===== src/rtl/apb_slave_mem.sv =====
// rtl/apb_slave_mem.sv - APB completer: word-addressed memory bank with wait states and error response
// Optional byte strobes (pstrb) are enabled by defining APB_SLAVE_PSTRB_EN.
module apb_slave_mem #(
  parameter int unsigned DATA_W      = 32,
  parameter int unsigned DEPTH       = 16,
  parameter logic [31:0] BASE_ADDR   = 32'h0000_0000,
  parameter int unsigned WAIT_CYCLES = 0
) (
  input  logic                hclk,
  input  logic                hresetn,
  input  logic                psel,
  input  logic                penable,
  input  logic                pwrite,
  input  logic [31:0]         paddr,
  input  logic [DATA_W-1:0]   pwdata,
`ifdef APB_SLAVE_PSTRB_EN
  input  logic [DATA_W/8-1:0] pstrb,
`endif
  output logic [DATA_W-1:0]   prdata,
  output logic                pready,
  output logic                pslverr
);

  localparam int          IDX_W  = $clog2(DEPTH);
  localparam int          STRB_W = DATA_W / 8;
  localparam int          D      = int'(DEPTH);
  localparam logic [31:0] SPAN   = 32'(DEPTH * 4);
  localparam logic [2:0]  WAIT_N = 3'(WAIT_CYCLES);

  typedef enum logic {ST_IDLE, ST_ACCESS} state_t;

  state_t              state_q;
  logic [2:0]          cnt_q;
  logic [IDX_W-1:0]    idx_q;
  logic                write_q;
  logic                err_q;
  logic [DATA_W-1:0]   wdata_q;
  logic [STRB_W-1:0]   strb_q;
  logic [DATA_W-1:0]   prdata_q;
  logic [DATA_W-1:0]   mem_q [D];

  logic [31:0]         offset;
  logic                legal;
  logic [IDX_W-1:0]    idx;
  logic [STRB_W-1:0]   strb_in;
  logic                setup;
  logic                complete;

  // Subtracting first lets the unsigned compare also reject paddr below BASE_ADDR.
  assign offset = paddr - BASE_ADDR;
  assign legal  = (offset < SPAN) && (paddr[1:0] == 2'b00);
  assign idx    = offset[IDX_W+1:2];

`ifdef APB_SLAVE_PSTRB_EN
  assign strb_in = pstrb;
`else
  assign strb_in = '1;
`endif

  assign setup    = psel && !penable;
  assign complete = (state_q == ST_ACCESS) && psel && penable && (cnt_q == 3'd0);

  assign prdata  = prdata_q;
  assign pready  = complete;
  assign pslverr = complete && err_q;

  always_ff @(posedge hclk or negedge hresetn) begin
    if (!hresetn) begin
      state_q  <= ST_IDLE;
      cnt_q    <= '0;
      idx_q    <= '0;
      write_q  <= 1'b0;
      err_q    <= 1'b0;
      wdata_q  <= '0;
      strb_q   <= '0;
      prdata_q <= '0;
      for (int i = 0; i < D; i++) begin
        mem_q[i] <= '0;
      end
    end else if (setup) begin
      // A setup phase restarts the transfer from either state.
      state_q <= ST_ACCESS;
      cnt_q   <= WAIT_N;
      idx_q   <= idx;
      write_q <= pwrite;
      err_q   <= !legal;
      wdata_q <= pwdata;
      strb_q  <= strb_in;
      if (!pwrite) begin
        prdata_q <= legal ? mem_q[idx] : '0;
      end
    end else if (state_q == ST_ACCESS) begin
      if (!psel) begin
        state_q <= ST_IDLE;
      end else if (cnt_q != 3'd0) begin
        cnt_q <= cnt_q - 3'd1;
      end else begin
        state_q <= ST_IDLE;
        if (write_q && !err_q) begin
          for (int b = 0; b < STRB_W; b++) begin
            if (strb_q[b]) begin
              mem_q[idx_q][8*b +: 8] <= wdata_q[8*b +: 8];
            end
          end
        end
      end
    end
  end

endmodule

===== config.mk =====
export PLATFORM = sky130hd
export DESIGN_NAME = apb_slave_mem
export DESIGN_NICKNAME = d
export VERILOG_FILES = /design/src/rtl/apb_slave_mem.sv
export SDC_FILE = /design/constraint.sdc
export NUM_CORES = 1
export LEC_CHECK = 0
export ABC_AREA = 1
export CELL_PAD_IN_SITES_DETAIL_PLACEMENT = 0
export CELL_PAD_IN_SITES_GLOBAL_PLACEMENT = 1
export CORE_MARGIN = 2
export CORE_UTILIZATION = 48
export CTS_BUF_LIST = sky130_fd_sc_hd__clkbuf_4 sky130_fd_sc_hd__clkbuf_8
export CTS_CLUSTER_DIAMETER = 60
export DETAILED_ROUTE_END_ITERATION = 12
export PLACE_DENSITY = 0.92
export SETUP_SLACK_MARGIN = 0.1
export SYNTH_ARGS = -nofsm -noshare
export SYNTH_HDL_FRONTEND = slang
export SYNTH_SLANG_ARGS = --single-unit

===== constraint.sdc =====
create_clock -name hclk -period 2.3 [get_ports hclk]
set_input_delay 0.575 -clock hclk [delete_from_list [all_inputs] [get_ports hclk]]
set_output_delay 0.575 -clock hclk [all_outputs]
set_load 0.01 [all_outputs]

==> flow_metrics.tcl <==
set metrics [dict create \
    status "completed" \
    avgViaCountPerCell 5.744 \
    utilization_pct 56.82 \
    grt_util_all_layers_pct 28.02 \
    grt_setup_unrepaired "yes" \
    critPathMaxFanout 3 \
    coreArea_um2 56170 \
    power.density_nw_per_um2 703.8 \
    drive_gt1_share_pct 11.18 \
    clk_latency_ps 710 \
    synth_top_family_by_area "simple AND/OR/NAND/NOR gates" \
    std_cell_rows 87 \
    regArea_um2 14690 \
    synth_compound_area_share_pct 10.23 \
    async_reset_ff_share_pct 100.0 \
    clock-sinks 587 \
    min_from "paddr[5]" \
    ys_ff_latch 587 \
    critPathLaunch "cnt_q[0]" \
    design_area_um2 31910 \
    nNetsFinal 3474 \
    synth-simple-area-share_pct 29.87 \
    drv_slew 0 \
    synth_fp_nets 3403 \
    place_area_um2 29610 \
    ant_nets 0 \
    ys_types 29 \
    place_ws_ps -353.3 \
    grt_max_degree 100 \
    avgSynthCellArea_um2 8.153 \
    routed_wl_um 81300 \
    ir_worst_vdd_mv 0.5091 \
    syn2layout_area_growth_pct 17.47 \
    drtPass1Iterations 8 \
    first_global_vias 23700 \
    yosysWarnings 0 \
    synthAdderAreaFrac_pct 0.09211 \
    cts_tree "yes" \
    cp-end-kind "primary output" \
    muxShareOfSynthArea_pct 0 \
    setup_viol 0 \
    yosysMostFrequentCell "nand2_1" \
    start_util_pct 48.36 \
    gp_congestion 0.8561 \
    synth_top_area_share_pct 54.07 \
    hp-class "primary input to flip-flop" \
    synth-main-ff-cell "dfrtp_1" \
    drt-initial-drc-count 2565 \
    dieArea_um2 58520 \
    maxCapViolCount 0 \
    leakagePower_nw 14.90 \
    io_buffers 102 \
    max_freq_mhz 446.1 \
    maxSlewHeadroom_pct 55.27 \
    worst_slew_pin_slew_ps 670.2 \
    grt_first_pass_wirelength_um 130800 \
    cp.arrival_ps 1670 \
    synth_xor_area_share_pct 0 \
    finalCritPeriodShare_pct 97.47 \
    fillers 5077 \
    yosys.area.top_type "dfrtp_1" \
    cts-root-buf "clkbuf_8" \
    antenna_found_initial 1 \
    finalCriticalPeriod_ps 2242 \
    worstSetupStartpointType "flip-flop" \
    die_x_um 241.9 \
    final.setup.worst_slack_ps 58.10 \
    required_ps 1730 \
    htreeDepth 3 \
    drc 0 \
    post_drt_wl_per_cell_um 19.20 \
    syn-cell-area_um2 27170 \
    die_y_um 241.9 \
    path_clk_slew_ps 60 \
    cts_buffers 97 \
    place_hpwl_um 48810 \
    final_hold_viol_count 0 \
    synthTopCellsByArea "dfrtp_1 54%, nand2_1 16%, nand3_1 8.8%, o21ai_0 6.3%, o21ai_1 3.6%" \
    ios 103 \
    cts_max_path_buffers 3 \
    syn_inst 3332 \
    synth_common_cells "1168 x nand2_1, 587 x dfrtp_1, 478 x nand3_1" \
    vias 24330 \
    critPathKind "flip-flop to primary output" \
    yosysSeqAreaShare_pct 54.07 \
    r2r_start "cnt_q[0]" \
    synth_edf_count 0 \
    clock_skew_ps 34.88 \
    gr-total-overflow 0 \
    multi_input_area_um2 11070 \
]
-- what timing repair did --
action | CTS | global route
buffers inserted | 6 | 4
hold buffers | 1 | 0
gates cloned | 0 | 1
endpoints found under the setup margin | 28 | 209
endpoints found under the hold margin | 36 | 0
gates resized for setup | 43 | 15
pin swaps | 4 | 3
-- layout by cell type, fill, tap and decap left out, types with 7 or more instances in the layout --
master | netlist | final
nor2_2 | 32 | 17
clkbuf_4 | 0 | 35
nand2_2 | 2 | 7
clkbuf_8 | 0 | 125
buf_12 | 1 | 65
dlygate4sd2_1 | 0 | 25
clkinv_2 | 0 | 7
o21ai_1 | 195 | 195
nand2_4 | 10 | 12
clkdlybuf4s50_1 | 0 | 70
nand4_1 | 131 | 131
o21ai_0 | 344 | 344
inv_1 | 57 | 52
dfrtp_1 | 587 | 586
nor2_1 | 37 | 37
buf_4 | 1 | 75
nor2_4 | 0 | 16
nand3_1 | 478 | 478
nand2_1 | 1168 | 1161
-- worst max-delay path: stages, from the launching register on --
cell     delay (ps)
dfrtp_1         390
inv_2            80
ha_4            130
nand2_4          70
nor3_4          140
buf_2           170
-- layout make-up --
class | count | share of cell area (%)
Timing Repair Buffer | 242 | 8.908
Clock buffer | 159 | 6.171
Inverter | 58 | 0.7057
Sequential cell | 587 | 46.04
Clock inverter | 15 | 0.5293
Multi-Input combinational cell | 2417 | 34.67
Tap cell | 756 | 2.964
Antenna cell | 1 | 0.007841
-- state kept, by name (all words and copies together), names as in the netlist --
| signal | flops |
|---|---|
| mem_q | 512 |
| prdata | 32 |
| wdata_q | 32 |
| idx_q | 4 |
| cnt_q | 3 |
| err_q | 1 |
| state_q | 1 |
| strb_q | 1 |
| write_q | 1 |
-- through the flow --
stage	instances	setup TNS, ps	power, mW	hold slack [ps]
floorplan	3332	0	11.57	279.4
global placement	4048	-96400	12.51	463.8
detailed placement	4048	-92780	12.55	467.2
CTS	4229	-53.21	22.56	328.2
global route	4235	0	23.27	352.0
finish	4235	0	22.46	369.3
-- worst paths after layout --
kind                         endpoint  slack, ps  cells after the start
setup reg to reg           mem_q[249]        170                     12
setup / recovery               pready         60                      5
hold reg to reg            prdata[23]        470                      2
hold / removal             prdata[27]        370                      4
max in group asynchronous  mem_q[281]       1110                      3
min in group asynchronous   mem_q[94]        380                      2
-- per-layer routing --
metal,track usage [%],routed length (µm),up-vias
li1,-,-,11280
met1,38.59,34590,11800
met2,44.45,37550,1067
met3,4.797,6502,180
met4,10.98,2654,0
met5,0,0,-
-- cells by family after synthesis --
family                   after synthesis
AO/OA/AOI/OAI                        551
adder cells (fa/ha/maj)                2
buffers and inverters                329
flip-flops                           587
AND/OR/NAND/NOR                     1863
-- report_power, final --
| part | internal, mW | switching [mW] | leakage (nW) |
|---|---|---|---|
| registers | 10.4 | 0.0589 | 8.04 |
| clock network | 5.73 | 4.24 | 1.14 |
| logic | 0.545 | 1.45 | 5.73 |
No activity file was read; power rests on OpenSTA's default activity.
